<file path="config.mk">
export PLATFORM = sky130hd
export DESIGN_NAME = apb_slave_sched
export DESIGN_NICKNAME = d
export VERILOG_FILES = /design/src/rtl/apb_slave_sched.sv
export SDC_FILE = /design/constraint.sdc
export NUM_CORES = 1
export LEC_CHECK = 0
export CORE_UTILIZATION = 40
export DETAILED_ROUTE_END_ITERATION = 12
export GPL_ROUTABILITY_DRIVEN = 0
export PLACE_DENSITY_LB_ADDON = 0.3
export SETUP_SLACK_MARGIN = 0.5
export SLEW_MARGIN = 40
export SYNTH_ARGS = -nofsm -noshare
export SYNTH_HDL_FRONTEND = slang
export SYNTH_SLANG_ARGS = --single-unit
export TNS_END_PERCENT = 50
</file>
<file path="constraint.sdc">
create_clock -name clk -period 2.32 [get_ports clk]
set_input_delay 0.464 -clock clk [delete_from_list [all_inputs] [get_ports clk]]
set_output_delay 0.464 -clock clk [all_outputs]
set_load 0.1 [all_outputs]
</file>
<file path="src/rtl/apb_slave_sched.sv">
// apb_slave_sched: APB fan-out scheduler between the AXI-APB bridge and up to
// four peripherals; one transfer in flight, access timeout, sticky error status.
module apb_slave_sched #(
  parameter int NSLV = 4,
  parameter int ADDR_W = 20,
  parameter int DATA_W = 32,
  parameter int TMO = 256,
  parameter logic [DATA_W-1:0] ERR_DATA = 32'hDEAD_BEEF
) (
  input  logic                   clk,
  input  logic                   rst,
  input  logic                   m_psel,
  input  logic                   m_penable,
  input  logic                   m_pwrite,
  input  logic [ADDR_W-1:0]      m_paddr,
  input  logic [DATA_W-1:0]      m_pwdata,
  output logic [DATA_W-1:0]      m_prdata,
  output logic                   m_pready,
  output logic [NSLV-1:0]        s_psel,
  output logic                   s_penable,
  output logic                   s_pwrite,
  output logic [ADDR_W-1:0]      s_paddr,
  output logic [DATA_W-1:0]      s_pwdata,
  input  logic [NSLV*DATA_W-1:0] s_prdata,
  input  logic [NSLV-1:0]        s_pready,
  input  logic                   err_clr,
  output logic                   err_pulse,
  output logic [7:0]             err_cnt,
  output logic [ADDR_W-1:0]      err_addr,
  output logic                   err_type
);

  localparam logic [2:0] NSLV_L = 3'(NSLV);
  localparam logic [15:0] TMO_LAST = 16'(TMO - 1);

  typedef enum logic [1:0] {
    IDLE   = 2'd0,
    SETUP  = 2'd1,
    ACCESS = 2'd2,
    RESP   = 2'd3
  } state_t;

  state_t state;
  state_t state_d;

  logic              blank;
  logic [1:0]        idx_q;
  logic [15:0]       tmo_cnt;
  logic [1:0]        idx_in;
  logic              idx_ok;
  logic [NSLV-1:0]   sel_oh;
  logic              sel_rdy;
  logic [DATA_W-1:0] sel_rd;
  logic              go_start;
  logic              go_dec;
  logic              acc_done;
  logic              acc_tmo;
  logic              err_ev;
  logic              unused;

  // The upstream enable carries no information the scheduler needs.
  assign unused = m_penable;

  assign idx_in = m_paddr[ADDR_W-1 -: 2];
  assign idx_ok = {1'b0, idx_in} < NSLV_L;
  assign err_ev = go_dec | acc_tmo;

  // One-hot decode of the incoming index and mux of the selected slave.
  always_comb begin
    sel_oh  = '0;
    sel_rdy = 1'b0;
    sel_rd  = '0;
    for (int i = 0; i < NSLV; i++) begin
      if (idx_in == 2'(i)) begin
        sel_oh[i] = 1'b1;
      end
      if (idx_q == 2'(i)) begin
        sel_rdy = s_pready[i];
        sel_rd  = s_prdata[i*DATA_W +: DATA_W];
      end
    end
  end

  // Next state and transfer events; ready beats timeout.
  always_comb begin
    state_d  = state;
    go_start = 1'b0;
    go_dec   = 1'b0;
    acc_done = 1'b0;
    acc_tmo  = 1'b0;
    unique case (state)
      IDLE: begin
        if (m_psel && !blank) begin
          go_start = 1'b1;
          if (idx_ok) begin
            state_d = SETUP;
          end else begin
            go_dec  = 1'b1;
            state_d = RESP;
          end
        end
      end
      SETUP: begin
        state_d = ACCESS;
      end
      ACCESS: begin
        if (sel_rdy) begin
          acc_done = 1'b1;
          state_d  = RESP;
        end else if (tmo_cnt == TMO_LAST) begin
          acc_tmo = 1'b1;
          state_d = RESP;
        end
      end
      RESP: begin
        state_d = IDLE;
      end
      default: begin
        state_d = IDLE;
      end
    endcase
  end

  // State register; blank masks the IDLE cycle right after a response.
  always_ff @(posedge clk) begin
    if (rst) begin
      state <= IDLE;
      blank <= 1'b0;
    end else begin
      state <= state_d;
      blank <= (state == RESP);
    end
  end

  // Request latch: held stable from SETUP until the next start.
  always_ff @(posedge clk) begin
    if (rst) begin
      s_paddr  <= '0;
      s_pwdata <= '0;
      s_pwrite <= 1'b0;
      idx_q    <= '0;
    end else if (go_start) begin
      s_paddr  <= m_paddr;
      s_pwdata <= m_pwdata;
      s_pwrite <= m_pwrite;
      idx_q    <= idx_in;
    end
  end

  // Slave-side select and enable.
  always_ff @(posedge clk) begin
    if (rst) begin
      s_psel    <= '0;
      s_penable <= 1'b0;
    end else begin
      if (go_start && idx_ok) begin
        s_psel <= sel_oh;
      end else if (acc_done || acc_tmo) begin
        s_psel <= '0;
      end
      s_penable <= (state_d == ACCESS);
    end
  end

  // Access timer: cleared in SETUP, counts every ACCESS cycle.
  always_ff @(posedge clk) begin
    if (rst) begin
      tmo_cnt <= '0;
    end else if (state == SETUP) begin
      tmo_cnt <= '0;
    end else if (state == ACCESS) begin
      tmo_cnt <= tmo_cnt + 16'd1;
    end
  end

  // Response to the bridge: read data held until the next response.
  always_ff @(posedge clk) begin
    if (rst) begin
      m_prdata <= '0;
      m_pready <= 1'b0;
    end else begin
      m_pready <= go_dec | acc_done | acc_tmo;
      if (acc_done) begin
        m_prdata <= s_pwrite ? '0 : sel_rd;
      end else if (err_ev) begin
        m_prdata <= ERR_DATA;
      end
    end
  end

  // Error status: address and type are sticky, count saturates.
  always_ff @(posedge clk) begin
    if (rst) begin
      err_pulse <= 1'b0;
      err_addr  <= '0;
      err_type  <= 1'b0;
    end else begin
      err_pulse <= err_ev;
      if (err_ev) begin
        err_addr <= go_dec ? m_paddr : s_paddr;
        err_type <= acc_tmo;
      end
    end
  end

  // Error counter; a clear coinciding with an error counts that error.
  always_ff @(posedge clk) begin
    if (rst) begin
      err_cnt <= '0;
    end else if (err_clr) begin
      err_cnt <= {7'd0, err_ev};
    end else if (err_ev && err_cnt != 8'hFF) begin
      err_cnt <= err_cnt + 8'd1;
    end
  end

endmodule

</file>
==> impl_metrics.tcl <==
set metrics [dict create \
    outcome "completed" \
    topRoutingLayerUsed "met4" \
    p_total_mw 10.09 \
    grt_pass1_wl_um 31190 \
    fin_crit_sh_pct 78.14 \
    clkTransAtPathRegs_ns 0.06 \
    hold_ws_ns 0.4527 \
    startpoint_type "primary input" \
    nFillCells 1173 \
    setup_viol 0 \
    drive_gt1_share_pct 25.00 \
    yosys_register_bits 140 \
    grt_pass1_vias 5976 \
    die_w_um 124.6 \
    r2r_slack_ns 0.52 \
    numCtsBuffers 17 \
    power.density_nw_per_um2 1027 \
    avgSynthCellArea_um2 8.960 \
    wl_met3_um 1823 \
    dp.cells 1132 \
    ir_drop_mv 0.6698 \
    min-delay-start "err_addr[17]$_SDFFE_PP0P_" \
    cp_max_fo 5 \
    setup.worst_path.end_class "flip-flop" \
    clk_path_buf_depth 2 \
    cts.sinks 140 \
    tns_ns 0 \
    finalWorstSetupSlack_ns 0.5073 \
    rows 44 \
    drt_iter0_drc 255 \
    drcViolationCount 0 \
    synth_edf_count 0 \
    p_leak_nw 3.794 \
    grt_usage_pct 25.70 \
    first_pass_iters 4 \
    worst_slew_pin_slew_ns 0.5436 \
    port_buffers 309 \
    arrival_ns 2.15 \
    hold_violations 0 \
    vias_per_cell 5.119 \
    worstHoldPathType "flip-flop to flip-flop" \
    mostFrequentLayoutCell "clkdlybuf4s50_1" \
    utilization_pct 67.30 \
    wl_met1_um 7489 \
    slew_viol_final 0 \
    final_area_um2 9818 \
    ys.flop_type "dfxtp_1" \
    die_y_um 124.6 \
    mostFrequentLayoutCells "clkdlybuf4s50_1, nand2_1, buf_4, dfxtp_1, a21oi_1" \
    ys_seq_area_share_pct 46.62 \
    synth_cell_types 41 \
    core_area_um2 14590 \
    dpl_worst_slack_ns 0.09025 \
    grt_overflow 0 \
    pin_count 311 \
    root_buffer "clkbuf_16" \
    wl_met2_um 10070 \
    fmax_ghz 0.5517 \
    final_nets 1170 \
    initial_core_util_pct 41.21 \
    stdcell_count 1169 \
    finalWirelength_um 19860 \
    cap_violations 0 \
    clkLatencyLatePin_ns 0.41 \
    yosysWarnings 0 \
    reg2reg_from "s_paddr[18]$_SDFFE_PP0P_" \
    cts_tree "built" \
    min_period_ns 1.813 \
    placed_area_um2 9112 \
    ant_nets 0 \
    antenna_found_initial 1 \
    clock_skew_ns 0.006227 \
    syn_inst 671 \
    area_growth_pct 63.31 \
    slew_headroom_pct 63.76 \
    syn_nets 868 \
    criticalPathCategory "primary input to flip-flop" \
    die_area_um2 15520 \
    via_count 5984 \
    cts_hold_buf 0 \
    critPathRequiredTime_ns 2.66 \
    wire_per_inst_um 16.99 \
    cts_max_level 4 \
    grt_max_degree 50 \
    critPathLaunch "s_pready[3]" \
    rsz0062_at_grt "yes" \
    synthArstFlopShare_pct 0 \
    dpl.hpwl_um 14730 \
    syn-cell-area_um2 6012 \
]
==> metal layers <==
metal | vias up | track usage (%)
met2 | 261 | 45.34
met5 | - | 0
met4 | 0 | 9.851
li1 | 2913 | -
met3 | 30 | 8.892
met1 | 2780 | 28.15
==> cells by family (layout without fill, tap and decap cells) <==
kind of cell	after synthesis	in the layout	synth area share [%]
AOI/OAI and AO/OA	131	131	11.93
DFF	140	140	46.62
buffers and inverters	57	370	4.079
other	0	1	0
xor gates and xnor gates	14	14	2.039
adders and majority gates	7	7	1.457
muxes	34	34	12.53
and+or+nand+nor	288	288	21.35
==> synth_stat cells, types with 3 or more instances <==
master	instances	share of area (%)
a21oi_1	89	7.4
or2_2	3	0.31
nor2b_1	28	2.9
or3_1	6	0.62
xor2_1	4	0.58
a22oi_1	8	1.0
ha_1	7	1.5
and4_1	3	0.44
nor2_1	52	3.2
nor4_1	3	0.31
xnor2_1	10	1.5
nand2_1	157	9.8
nand3_1	11	0.92
nand3b_1	3	0.37
o22ai_1	22	2.3
o21ai_0	7	0.58
buf_2	13	1.1
nor3_1	6	0.50
clkbuf_1	30	1.9
mux4_2	33	12
buf_1	3	0.19
dfxtp_1	140	47
inv_1	7	0.44
nand4_1	5	0.52
==> state kept, by name (all words and copies together) (netlist names), 2 cells and up <==
| signal | flops |
|---|---|
| err_cnt | 8 |
| s_paddr | 20 |
| s_pwdata | 32 |
| state | 2 |
| err_addr | 20 |
| tmo_cnt | 16 |
| m_prdata | 32 |
| s_psel | 4 |
==> final timing paths <==
kind                                                   to  cells past startpoint
worst max-delay path              err_cnt[4]$_SDFFE_PP0P_                      6
worst max register to register    err_cnt[4]$_SDFFE_PP0P_                      5
worst min register to register  err_addr[17]$_SDFFE_PP0P_                      2
worst min-delay path            err_addr[17]$_SDFFE_PP0P_                      2
==> power breakdown <==
group / switching (mW) / total, mW / internal [mW]
Sequential: 0.225 / 2.95 / 2.73
Clock: 1.01 / 2.59 / 1.58
Combinational: 3.15 / 4.55 / 1.39
Total: 4.39 / 10.1 / 5.70
==> layout make-up <==
class | count | area (um2) | share of cell area, %
timing repair buffer | 332 | 3089 | 31.46
inverter | 8 | 35.03 | 0.3568
clock inverter | 9 | 88.84 | 0.9048
clock buffer | 21 | 480.5 | 4.894
multi-input combinational | 474 | 3064 | 31.21
antenna | 1 | 2.502 | 0.02549
tap | 184 | 230.2 | 2.345
sequential | 140 | 2828 | 28.80
==> repair_timing <==
| item | CTS | global route |
|---|---|---|
| endpoints found under the hold margin | 0 | 0 |
| gates resized for setup | 10 | 15 |
| pin swaps | 4 | 7 |
| buffers inserted | 4 | 2 |
| endpoints found under the setup margin | 50 | 65 |
==> critical path: stages <==
cell             delay [ns]
clkdlybuf4s50_1        0.39
mux4_2                 0.60
inv_4                  0.12
nand3_2                0.11
or3_4                  0.35
a21oi_2                0.12
Note: power is estimated with default switching activity, not from simulation.
